**src/rtl/alu_pipe_flags_if.sv**
```systemverilog
// Handshake and operand/result bundle between the bus mux, the ALU and the controller.
// master: drives start/sel/data_1/data_2; slave (the ALU): drives results, flags, busy, done.
interface alu_pipe_flags_if #(
    parameter int WIDTH = 8
);
    logic             start;
    logic [3:0]       sel;
    logic [WIDTH-1:0] data_1;
    logic [WIDTH-1:0] data_2;
    logic [WIDTH-1:0] ALU_out;
    logic [WIDTH-1:0] ALU_hi;
    logic             ALU_Zflag;
    logic             ALU_Cflag;
    logic             ALU_Nflag;
    logic             ALU_Vflag;
    logic             busy;
    logic             done;

    modport master (
        output start, sel, data_1, data_2,
        input  ALU_out, ALU_hi, ALU_Zflag, ALU_Cflag,
        input  ALU_Nflag, ALU_Vflag, busy, done
    );

    modport slave (
        input  start, sel, data_1, data_2,
        output ALU_out, ALU_hi, ALU_Zflag, ALU_Cflag,
        output ALU_Nflag, ALU_Vflag, busy, done
    );
endinterface

```
**src/rtl/alu_pipe_flags.sv**
```systemverilog
// Registered ALU with Z/C/N/V flags, start/busy/done handshake and iterative multiplier.
// Ports: clk, rst (sync, active-high), bus (slave: start/sel/data_1/data_2 in; results, flags, busy, done out).
module alu_pipe_flags #(
    parameter int WIDTH  = 8,
    parameter bit MUL_EN = 1'b1
) (
    input logic              clk,
    input logic              rst,
    alu_pipe_flags_if.slave  bus
);
    localparam int SHW = $clog2(WIDTH);
    localparam int CW  = $clog2(WIDTH + 1);
    localparam int M   = WIDTH - 1;

    localparam logic [3:0] OP_ADD = 4'b0001;
    localparam logic [3:0] OP_SUB = 4'b0010;
    localparam logic [3:0] OP_AND = 4'b0011;
    localparam logic [3:0] OP_NOT = 4'b0100;
    localparam logic [3:0] OP_OR  = 4'b1001;
    localparam logic [3:0] OP_XOR = 4'b1010;
    localparam logic [3:0] OP_SHL = 4'b1011;
    localparam logic [3:0] OP_SHR = 4'b1100;
    localparam logic [3:0] OP_MUL = 4'b1101;

    typedef enum logic {S_IDLE, S_RUN} state_t;

    state_t             r_state;
    state_t             w_state_nxt;
    logic [WIDTH-1:0]   r_out;
    logic [WIDTH-1:0]   r_hi;
    logic [WIDTH-1:0]   r_mcand;
    logic [2*WIDTH-1:0] r_acc;
    logic [CW-1:0]      r_cnt;
    logic               r_z;
    logic               r_c;
    logic               r_n;
    logic               r_v;
    logic               r_done;

    logic               w_is_mul;
    logic               w_go_single;
    logic               w_go_mul;
    logic               w_mul_last;
    logic [SHW-1:0]     w_sh;
    logic [WIDTH:0]     w_wide;
    logic [WIDTH-1:0]   w_res;
    logic               w_c;
    logic               w_v;
    logic               w_nop;
    logic [WIDTH:0]     w_step;
    logic [2*WIDTH-1:0] w_acc_nxt;

    assign w_sh     = bus.data_1[SHW-1:0];
    assign w_is_mul = MUL_EN && (bus.sel == OP_MUL);

    // Single-cycle datapath. Shifts run through a WIDTH+1 bit window so
    // the extra bit is the last bit shifted out (zero for amount 0).
    always_comb begin
        w_wide = '0;
        w_res  = '0;
        w_c    = 1'b0;
        w_v    = 1'b0;
        w_nop  = 1'b0;
        unique case (1'b1)
            (bus.sel == OP_ADD): begin
                w_wide = {1'b0, bus.data_2} + {1'b0, bus.data_1};
                w_res  = w_wide[M:0];
                w_c    = w_wide[WIDTH];
                w_v    = (bus.data_2[M] == bus.data_1[M]) &&
                         (w_res[M] != bus.data_2[M]);
            end
            (bus.sel == OP_SUB): begin
                w_wide = {1'b0, bus.data_2} - {1'b0, bus.data_1};
                w_res  = w_wide[M:0];
                w_c    = w_wide[WIDTH];
                w_v    = (bus.data_2[M] != bus.data_1[M]) &&
                         (w_res[M] != bus.data_2[M]);
            end
            (bus.sel == OP_AND): w_res = bus.data_2 & bus.data_1;
            (bus.sel == OP_NOT): w_res = ~bus.data_2;
            (bus.sel == OP_OR):  w_res = bus.data_2 | bus.data_1;
            (bus.sel == OP_XOR): w_res = bus.data_2 ^ bus.data_1;
            (bus.sel == OP_SHL): begin
                w_wide = {1'b0, bus.data_2} << w_sh;
                w_res  = w_wide[M:0];
                w_c    = w_wide[WIDTH];
            end
            (bus.sel == OP_SHR): begin
                w_wide = {bus.data_2, 1'b0} >> w_sh;
                w_res  = w_wide[WIDTH:1];
                w_c    = w_wide[0];
            end
            default: w_nop = 1'b1;
        endcase
    end

    // Shift-add step: r_acc holds {partial high, remaining multiplier bits}.
    assign w_step    = {1'b0, r_acc[2*WIDTH-1:WIDTH]} +
                       (r_acc[0] ? {1'b0, r_mcand} : '0);
    assign w_acc_nxt = {w_step, r_acc[M:1]};

    always_comb begin
        w_state_nxt = r_state;
        w_go_single = 1'b0;
        w_go_mul    = 1'b0;
        w_mul_last  = 1'b0;
        case (r_state)
            S_IDLE: begin
                if (bus.start) begin
                    if (w_is_mul) begin
                        w_go_mul    = 1'b1;
                        w_state_nxt = S_RUN;
                    end else begin
                        w_go_single = 1'b1;
                    end
                end
            end
            S_RUN: begin
                if (r_cnt == CW'(1)) begin
                    w_mul_last  = 1'b1;
                    w_state_nxt = S_IDLE;
                end
            end
            default: w_state_nxt = S_IDLE;
        endcase
    end

    always_ff @(posedge clk) begin
        if (rst) begin
            r_state <= S_IDLE;
        end else begin
            r_state <= w_state_nxt;
        end
    end

    always_ff @(posedge clk) begin
        if (rst) begin
            r_out   <= '0;
            r_hi    <= '0;
            r_mcand <= '0;
            r_acc   <= '0;
            r_cnt   <= '0;
            r_z     <= 1'b0;
            r_c     <= 1'b0;
            r_n     <= 1'b0;
            r_v     <= 1'b0;
            r_done  <= 1'b0;
        end else begin
            r_done <= 1'b0;
            if (w_go_single) begin
                r_done <= 1'b1;
                r_out  <= w_res;
                r_hi   <= '0;
                if (!w_nop) begin
                    r_z <= (w_res == '0);
                    r_c <= w_c;
                    r_n <= w_res[M];
                    r_v <= w_v;
                end
            end
            if (w_go_mul) begin
                r_acc   <= {{WIDTH{1'b0}}, bus.data_1};
                r_mcand <= bus.data_2;
                r_cnt   <= CW'(WIDTH);
            end
            if (r_state == S_RUN) begin
                r_acc <= w_acc_nxt;
                r_cnt <= r_cnt - CW'(1);
            end
            if (w_mul_last) begin
                r_done <= 1'b1;
                r_out  <= w_acc_nxt[M:0];
                r_hi   <= w_acc_nxt[2*WIDTH-1:WIDTH];
                r_z    <= (w_acc_nxt[M:0] == '0);
                r_c    <= |w_acc_nxt[2*WIDTH-1:WIDTH];
                r_n    <= w_acc_nxt[M];
                r_v    <= 1'b0;
            end
        end
    end

    assign bus.ALU_out   = r_out;
    assign bus.ALU_hi    = r_hi;
    assign bus.ALU_Zflag = r_z;
    assign bus.ALU_Cflag = r_c;
    assign bus.ALU_Nflag = r_n;
    assign bus.ALU_Vflag = r_v;
    assign bus.busy      = (r_state == S_RUN);
    assign bus.done      = r_done;
endmodule
```
**src/flat_wrapper.sv**
```systemverilog
// flat-port wrapper written by rule: the top's interface ports become plain ports
module alu_pipe_flags_flat 
#(
    parameter int WIDTH  = 8,
    parameter bit MUL_EN = 1'b1
)
  (clk, rst, bus_start, bus_sel, bus_data_1, bus_data_2, bus_ALU_out, bus_ALU_hi, bus_ALU_Zflag, bus_ALU_Cflag, bus_ALU_Nflag, bus_ALU_Vflag, bus_busy, bus_done);
  alu_pipe_flags_if #(.WIDTH(WIDTH)) bus_i ();
  input logic clk;
  input logic rst;
  input wire logic [$bits(bus_i.start)-1:0] bus_start;
  input wire logic [$bits(bus_i.sel)-1:0] bus_sel;
  input wire logic [$bits(bus_i.data_1)-1:0] bus_data_1;
  input wire logic [$bits(bus_i.data_2)-1:0] bus_data_2;
  output wire logic [$bits(bus_i.ALU_out)-1:0] bus_ALU_out;
  output wire logic [$bits(bus_i.ALU_hi)-1:0] bus_ALU_hi;
  output wire logic [$bits(bus_i.ALU_Zflag)-1:0] bus_ALU_Zflag;
  output wire logic [$bits(bus_i.ALU_Cflag)-1:0] bus_ALU_Cflag;
  output wire logic [$bits(bus_i.ALU_Nflag)-1:0] bus_ALU_Nflag;
  output wire logic [$bits(bus_i.ALU_Vflag)-1:0] bus_ALU_Vflag;
  output wire logic [$bits(bus_i.busy)-1:0] bus_busy;
  output wire logic [$bits(bus_i.done)-1:0] bus_done;
  assign bus_i.start = bus_start;
  assign bus_i.sel = bus_sel;
  assign bus_i.data_1 = bus_data_1;
  assign bus_i.data_2 = bus_data_2;
  assign bus_ALU_out = bus_i.ALU_out;
  assign bus_ALU_hi = bus_i.ALU_hi;
  assign bus_ALU_Zflag = bus_i.ALU_Zflag;
  assign bus_ALU_Cflag = bus_i.ALU_Cflag;
  assign bus_ALU_Nflag = bus_i.ALU_Nflag;
  assign bus_ALU_Vflag = bus_i.ALU_Vflag;
  assign bus_busy = bus_i.busy;
  assign bus_done = bus_i.done;
  alu_pipe_flags #(.WIDTH(WIDTH), .MUL_EN(MUL_EN)) u_core (.clk(clk), .rst(rst), .bus(bus_i));
endmodule
```
**config.mk**
```make
export PLATFORM = sky130hd
export DESIGN_NAME = alu_pipe_flags_flat
export DESIGN_NICKNAME = d
export VERILOG_FILES = /design/src/rtl/alu_pipe_flags_if.sv /design/src/rtl/alu_pipe_flags.sv /design/src/flat_wrapper.sv
export SDC_FILE = /design/constraint.sdc
export NUM_CORES = 1
export LEC_CHECK = 0
export BUFFER_PORTS_ARGS = -buffer_cell sky130_fd_sc_hd__buf_4
export CORE_MARGIN = 5
export CORE_UTILIZATION = 59
export CTS_CLUSTER_SIZE = 25
export DETAILED_ROUTE_END_ITERATION = 10
export PLACE_DENSITY = 0.81
export SLEW_MARGIN = 20
export SYNTH_ARGS = -nofsm -noshare
export SYNTH_HDL_FRONTEND = slang
export SYNTH_SLANG_ARGS = --single-unit
```
**constraint.sdc**
```tcl
create_clock -name clk -period 3.2 [get_ports clk]
set_input_delay 0.64 -clock clk [delete_from_list [all_inputs] [get_ports clk]]
set_output_delay 0.64 -clock clk [all_outputs]
set_load 0.02 [all_outputs]
```
After elaboration in Yosys (flattened, before gate mapping)
Index checks and enable logic that the tools add are counted.
{ "word_totals": {"in_bits": 23, "output_inout_bits": 22, "elab_cells": 81, "register_bits": 50} }
{ "classes": {"eq_ne": 14, "bitwise_logic": 5, "mux": 33, "reduce_logical": 12, "n_shift": 2, "n_addsub": 4} }
{ "ops": {"columns": ["op", "n"], "rows": [
  ["case mux 8 bit (8 select lines)", 1],
  ["two-way mux 8 bit", 5],
  ["two-way mux 16 bit", 2],
  ["== test 4 bit, second input constant", 5],
  ["two-way mux 1 bit", 20],
  ["zero test 8 bit", 2],
  ["OR reduction 8 bit", 2],
  ["adder 8 x 8 -> 9 bit", 1],
  ["adder 8 x 9 -> 9 bit", 1],
  ["<< shifter 8 x 3 -> 9 bit", 1],
  [">> shifter 9 x 3 -> 9 bit", 1],
  ["subtractor 8 x 8 -> 9 bit", 1],
  ["AND 8 bit", 1],
  ["== test 4 x 1 -> 1 bit, second input constant", 2],
  ["== test 4 x 2 -> 1 bit, second input constant", 2],
  ["two-way mux 4 bit", 2],
  ["NOT 8 bit", 1],
  ["OR 8 bit", 1],
  ["bitwise XOR 8 bit", 1],
  ["nonzero test 2 bit", 3],
  ["== test 4 x 3 -> 1 bit, second input constant", 1],
  ["case mux 1 bit (2 select lines)", 2],
  ["case mux 1 bit (4 select lines)", 1],
  ["AND reduction 2 bit", 2],
  ["6 further kinds", 9]
]} }

Logic depth before layout (Yosys ltp)
Gate-level depths: netlist of the first run.
{ "depth": {"depth_word": 6, "mapped_depth": 11, "ltp_nobuf": 11} }

Worst setup path before layout of the first run
OpenSTA, ideal clock, no wires.
{ "synth_path": {"kind": "input to register", "startpoint": "input port bus_data_2[1]", "endpoint": "register u_core.r_out[7] (netlist: u_core.bus.ALU_out[7])", "required_time_ns": 3.112, "setup_time_ns": 0.088, "path_slack_ns": 0.362, "path_stages": 9, "t_arrival_ns": 2.750, "n_path_buf": 1, "path_cell_list": "clkbuf_1 inv_1 ha_1 or2_2 a211oi_1 o211ai_1 o311ai_2 nor2_1 o32ai_2"} }
{ "synth_between": {"elab_chain_len": 4, "elab_cells_between_ends": 7, "classes_between": "2 x add/sub; 2 x shift; 3 x mux"} }
{ "synth_rtl": {"columns": ["item", "line", "text"], "rows": [
  ["start, declared", "flat_wrapper.sv:14", "input wire logic [$bits(bus_i.data_2)-1:0] bus_data_2;"],
  ["subtractor 8 x 8 -> 9 bit, or another cell as far along", "alu_pipe_flags.sv:73", "w_wide = {1'b0, bus.data_2} - {1'b0, bus.data_1};"],
  ["case mux 8 bit (8 select lines) (*)", "alu_pipe_flags.sv:64", "unique case (1'b1)"],
  ["two-way mux 8 bit (*)", "alu_pipe_flags.sv:150", "if (w_go_single) begin"],
  ["two-way mux 8 bit (*)", "alu_pipe_flags.sv:170", "if (w_mul_last) begin"],
  ["end signal, assigned", "alu_pipe_flags.sv:152", "r_out <= w_res;"],
  ["end signal, assigned", "alu_pipe_flags.sv:172", "r_out <= w_acc_nxt[M:0];"],
  ["end, declared", "alu_pipe_flags.sv:29", "logic [WIDTH-1:0] r_out;"]
]} }
Every way passes the cells marked *; elsewhere a longest branch is shown, timed or not. The select of a mux whose other input is x is not followed.
A chain may end at the register's enable or synchronous reset.

Worst setup path in the final report of the first run
Ends and elaborated chain as after synthesis.

==> results of run 1 <==
worst max-delay path, stage by stage:
cell	delay (ps)
buf_4	170
inv_1	100
ha_1	360
a211o_1	280
a2111oi_0	600
o21ai_0	230
o2bb2ai_1	180
o311ai_2	120
nor2_1	90
o32ai_2	250
cell usage after synthesis (6+ instances only):
| master | count | area [µm²] |
|---|---|---|
| clkbuf_1 | 27 | 101.4 |
| dfxtp_1 | 50 | 1001 |
| nand3_1 | 14 | 70.07 |
| buf_2 | 10 | 50.05 |
| nand2_1 | 44 | 165.2 |
| mux2i_1 | 16 | 160.2 |
| nor2_1 | 77 | 289.0 |
| and2_1 | 12 | 75.07 |
| o21ai_0 | 17 | 85.08 |
| o22ai_1 | 6 | 37.54 |
| nor2b_1 | 10 | 62.56 |
| nor3_1 | 9 | 45.04 |
| nand2b_1 | 11 | 68.82 |
| inv_1 | 28 | 105.1 |
| ha_1 | 35 | 437.9 |
| a21oi_1 | 61 | 305.3 |
| mux4_2 | 6 | 135.1 |
| a22oi_1 | 16 | 120.1 |
sequential cells by signal (all words and copies together) (netlist names):
register and flops:
u_core.r_mcand 8, u_core.bus.ALU_Zflag 1, u_core.bus.ALU_hi 8, u_core.r_acc 16, u_core.bus.ALU_Nflag 1, u_core.bus.done 1, u_core.r_cnt 4, u_core.bus.ALU_Cflag 1
u_core.bus.ALU_out 8, u_core.bus.busy 1, u_core.bus.ALU_Vflag 1
area by class of cell:
| class | count | area, µm² | share of cell area [%] |
|---|---|---|---|
| flip-flops and latches | 50 | 1001 | 20.41 |
| inverters | 29 | 108.9 | 2.219 |
| repair buffers | 58 | 435.4 | 8.878 |
| well taps | 99 | 123.9 | 2.526 |
| multi-input cells | 457 | 3141 | 64.03 |
| clock buffers | 6 | 82.58 | 1.684 |
| clock inverters | 2 | 12.51 | 0.2551 |
through the flow:
stage | hold slack (ps) | total power, mW | util, %
after floorplan | 448.6 | 0.9556 | -
after global placement | 446.6 | 1.092 | 65.96
after detailed placement | 458.4 | 1.096 | 65.96
after CTS | 472.3 | 1.477 | 67.26
after global routing | 501.2 | 1.546 | 67.26
final | 466.1 | 1.481 | 67.26
layer usage:
layer,GRT usage (%),part of all wire [%],vias to the layer above
li1,-,-,2150
met5,0,0,-
met3,5.396,10,32
met4,8.207,2.7,0
met2,41.83,45,250
met1,38.37,43,2126
kinds of logic (layout without fill, tap and decap cells):
| kind of cell | Yosys count | after routing | share of synthesized area (%) |
|---|---|---|---|
| flip-flops | 50 | 50 | 22.59 |
| XOR/XNOR | 5 | 5 | 0.9881 |
| AND/OR/NAND/NOR | 214 | 214 | 24.20 |
| adder cells (fa/ha/maj) | 38 | 38 | 11.24 |
| AO/OA/AOI/OAI | 176 | 176 | 27.27 |
| multiplexers | 24 | 24 | 7.171 |
| buffers and inverters | 71 | 95 | 6.550 |
worst max-delay path by stage:
| stage | start | to | cells after the start |
|---|---|---|---|
| finish | bus_data_2[1] | u_core.bus.ALU_out[7]$_SDFFE_PP0P_ | 10 |
| global route | bus_data_2[1] | u_core.bus.ALU_out[7]$_SDFFE_PP0P_ | 10 |
| detailed placement | bus_data_2[1] | u_core.bus.ALU_out[7]$_SDFFE_PP0P_ | 10 |
| global placement | bus_data_2[1] | u_core.bus.ALU_out[7]$_SDFFE_PP0P_ | 10 |
| CTS | bus_data_2[1] | u_core.bus.ALU_out[7]$_SDFFE_PP0P_ | 10 |
| floorplan | bus_data_2[1] | u_core.bus.ALU_out[7]$_SDFFE_PP0P_ | 9 |
power breakdown:
part           leakage, nW  internal (mW)  switching (mW)  total [mW]
registers            0.405          0.638          0.0105       0.648
logic                 1.54          0.178           0.268       0.446
clock network       0.0472          0.174           0.212       0.387
==> impl_metrics.yaml, run 1 <==
placement:
  detailedPlace.worstSlack_ps: 140.1
  routabilityCongestion: 1.038
  dp_cells: 693
  placed_area_um2: 4810
  dp_hpwl_um: 9942
  port_buffers: 44
routing:
  wl_per_cell_um: 18.74
  drt_wl_total_um: 13140
  postRouteAntennaNets: 0
  drtPass1Iterations: 6
  vias: 4558
  drtIter0Drc: 460
  vias_per_cell: 6.502
  drc: 0
min_path:
  min_to: "u_core.bus.ALU_hi[6]$_SDFFE_PP0P_"
  hp-start: "u_core.bus.ALU_hi[6]$_SDFFE_PP0P_"
  min_path_type: "flop to flop"
  min_path_cells: 2
cts:
  cts_buffers: 5
  path_clk_slew_ps: 90
  cts_setup_buffers: 0
  root_buffer: "clkbuf_8"
  clock_latency_ps: 300
  clock_sinks: 50
  htree_levels: 2
  cts_tree: "done"
  post_cts_resized: 0
  ctsHoldBuffers: 0
  cts_buffer_depth: 2
finish:
  drive_above_1_share_pct: 14.29
  nets: 662
  final_design_area_no_fill_um2: 4905
  final_common_cell: "nor2_1"
  fillCellCount: 662
  synthToLayoutAreaGrowth_pct: 10.67
  layoutNonFillerInstCount: 701
  n_antenna_cell: 0
  layout_common_cells: "nor2_1 (77), a21oi_1 (61), buf_4 (58)"
yosys:
  synth_area_um2: 4432
  synth_top_flop_cell: "dfxtp_1"
  synth_area_per_cell_um2: 7.667
  synth_cell_types: 76
  synthCells: 578
  synth_seq_cells: 50
  synth-async-reset-ratio_pct: 0
  synth_edf_count: 0
  seq_area_frac_synth_pct: 22.59
  yosys_warnings: 0
  synthesis.nets: 639
setup_path:
  r2r_cells: 10
  cp.required_ps: 3410
  r2r-start: "u_core.r_acc[0]$_SDFFE_PP0P_"
  worst_ep_arrival_time_ps: 3020
  worstReg2RegEnd: "u_core.bus.ALU_Cflag$_SDFFE_PP0P_"
  crit_type: "primary input to flop"
  path_max_fanout: 13
  rrSetupSlack_ps: 420
  worstSetupStartpointType: "primary input"
  worst_setup_path_end_kind: "flop"
status:
  status: "complete, no violations"
sta:
  fmax_mhz: 356.3
  worstMarginPinSlew_ps: 654.0
  worst_slack_ps: 393.5
  rsz0062_at_grt: "no"
  min_period_ps: 2807
  max-slew-margin-rel_pct: 55.27
  skew_ps: 7.190
  maxSlewViolCount: 0
  setup_tns_ps: 0
  finalSetupViolations: 0
  fin_crit_sh_pct: 87.70
  hold_viol_final: 0
global_routing:
  first_global_vias: 4280
  grt.total_usage_pct: 27.19
  grt_max_degree: 50
  antenna_found_initial: 0
  grt-ovfl-total: 0
  grt_pass1_wl_um: 21500
die:
  start_util_pct: 60.78
  num_io_pins: 45
  core_um2: 7292
  rows: 31
  die_area_um2: 9345
  die_w_um: 96.67
  die_h_um: 96.67
pwr:
  p_per_area_nw_per_um2: 302.0
  max-vdd-ir-drop_uv: 182.0
  power.leakage_nw: 1.994
job:
  max_cap_viol_count: 0
Power figures use the tool's default switching activity.
==> inputs of run 2 (changes only) <==
- BUFFER_PORTS_ARGS: -buffer_cell sky130_fd_sc_hd__buf_4 -> not set
- DONT_BUFFER_PORTS: not set -> 1
- PLACE_DENSITY: 0.81 -> 0.76
==> impl_metrics.yaml, run 2 (synthesis results as in run 1) <==
sta:
  fmax_mhz: 378.1
  max-slew-margin-rel_pct: 54.86
  setup_tns_ps: 0
  worstMarginPinSlew_ps: 671.9
  min_period_ps: 2645
  rsz0062_at_grt: "no"
  fin_crit_sh_pct: 82.66
  maxSlewViolCount: 0
  hold_viol_final: 0
  skew_ps: 10.44
  finalSetupViolations: 0
  whs_ps: 383.8
cts:
  htree_levels: 2
  cts_tree: "done"
  clock_latency_ps: 310
  clock_sinks: 50
  cts_buffer_depth: 2
  path_clk_slew_ps: 100
  ctsHoldBuffers: 0
  root_buffer: "clkbuf_8"
  cts_setup_buffers: 0
  cts_buffers: 5
  post_cts_resized: 0
job:
  max_cap_viol_count: 0
status:
  status: "complete, no violations"
finish:
  n_antenna_cell: 0
  ff_latch_area_um2: 1001
  synthToLayoutAreaGrowth_pct: 2.513
  top_register: "u_core.r_acc"
  drive_above_1_share_pct: 6.352
  layout_common_cells: "nor2_1 (77), a21oi_1 (61), dfxtp_1 (50)"
  final_common_cell: "nor2_1"
  fillCellCount: 685
  largest_reg_flops: 16
  nets: 611
  multi_input_area_um2: 3141
global_routing:
  antenna_found_initial: 0
  use_met1_pct: 39.10
  grt.total_usage_pct: 27.49
  grt_use_met2_pct: 40.45
  grt_max_degree: 50
  grt-ovfl-total: 0
  grt_pass1_wl_um: 21500
  grt_busiest_layer: "met2"
  first_global_vias: 4103
  grtUsageMet3_pct: 8.489
routing:
  wl_per_cell_um: 20.32
  drt_wl_total_um: 13210
  vias: 4392
  postRouteAntennaNets: 0
  vias_per_cell: 6.757
  drtIter0Drc: 386
  drc: 0
  drtPass1Iterations: 5
die:
  core_um2: 7292
  num_io_pins: 45
  die_h_um: 96.67
  start_util_pct: 60.78
  die_w_um: 96.67
  rows: 31
  die_area_um2: 9345
setup_path:
  worst_ep_arrival_time_ps: 2830
  cp_slowest_cell: "dfxtp_1"
  cp_num_buf_inv: 1
  cpPeakStageDelay_ps: 470
  worst_setup_path_end_kind: "flop"
  crit_type: "flop to flop"
  cp.required_ps: 3390
  worstSetupStartpointType: "flop"
  crit_family: "simple AND/OR/NAND/NOR gates"
  cp_cell_sequence: "and2_1 -> ha_1 -> inv_1 -> fa_1 -> nand2b_1 -> a21oi_1 -> nor3_1 -> a2bb2oi_1 -> nor4_1 -> a311oi_2"
  path_max_fanout: 9
pwr:
  p_per_area_nw_per_um2: 322.0
  max-vdd-ir-drop_uv: 222.5
  power.leakage_nw: 1.748
placement:
  port_buffers: 0
  routabilityCongestion: 0.9367
  dp_hpwl_um: 9866
min_path:
  min_path_type: "primary input to flop"
-- run 2: cell type report --
type	instances	area share, %
timing repair buffer	7	1.157
inverter	29	2.396
clock buffer	5	1.515
multi-input combinational	457	69.13
tap	99	2.727
clock inverter	3	1.047
sequential	50	22.03
-- run 2: through the flow --
step | setup slack, ps | total power [mW] | area, µm² | cells | utilization, %
6_report | 555.0 | 1.463 | 4543 | 650 | 62.30
4_1_cts | 565.4 | 1.457 | 4543 | 650 | 62.30
5_1_grt | 316.1 | 1.526 | 4543 | 650 | 62.30
2_1_floorplan | 361.8 | 0.9556 | 4432 | 578 | -
3_5_place_dp | 401.2 | 1.002 | 4427 | 642 | 60.71
3_3_place_gp | 432.9 | 0.9987 | 4427 | 642 | 60.71
-- run 2: worst paths after layout --
path | slack (ps) | startpoint | cells after the start | end
max | 550 | u_core.r_acc[0]$_SDFFE_PP0P_ | 10 | u_core.bus.ALU_Cflag$_SDFFE_PP0P_
min | 380 | rst | 1 | u_core.r_cnt[1]$_SDFFE_PP0P_
max reg2reg | 550 | u_core.r_acc[0]$_SDFFE_PP0P_ | 10 | u_core.bus.ALU_Cflag$_SDFFE_PP0P_
min reg2reg | 480 | u_core.r_mcand[5]$_SDFFE_PP0P_ | 2 | u_core.r_mcand[5]$_SDFFE_PP0P_
-- run 2: worst reg2reg max path: stages (launching register included) --
cell and delay, ps:
dfxtp_1 470, and2_1 170, ha_1 170, inv_1 60, fa_1 420, nand2b_1 180
a21oi_1 240, nor3_1 100, a2bb2oi_1 190, nor4_1 370, a311oi_2 150
-- run 2: per-layer routing --
| metal | vias up | routed length [µm] |
|---|---|---|
| met5 | - | 0 |
| met3 | 31 | 1441 |
| met2 | 220 | 5707 |
| met1 | 2090 | 5767 |
| met4 | 0 | 291 |
| li1 | 2051 | - |
-- run 2: where the power goes --
| group | switching, mW | internal (mW) | total [mW] |
|---|---|---|---|
| clock | 0.226 | 0.237 | 0.463 |
| sequential | 0.0271 | 0.638 | 0.665 |
| combinational | 0.193 | 0.142 | 0.335 |
| total | 0.446 | 1.02 | 1.46 |
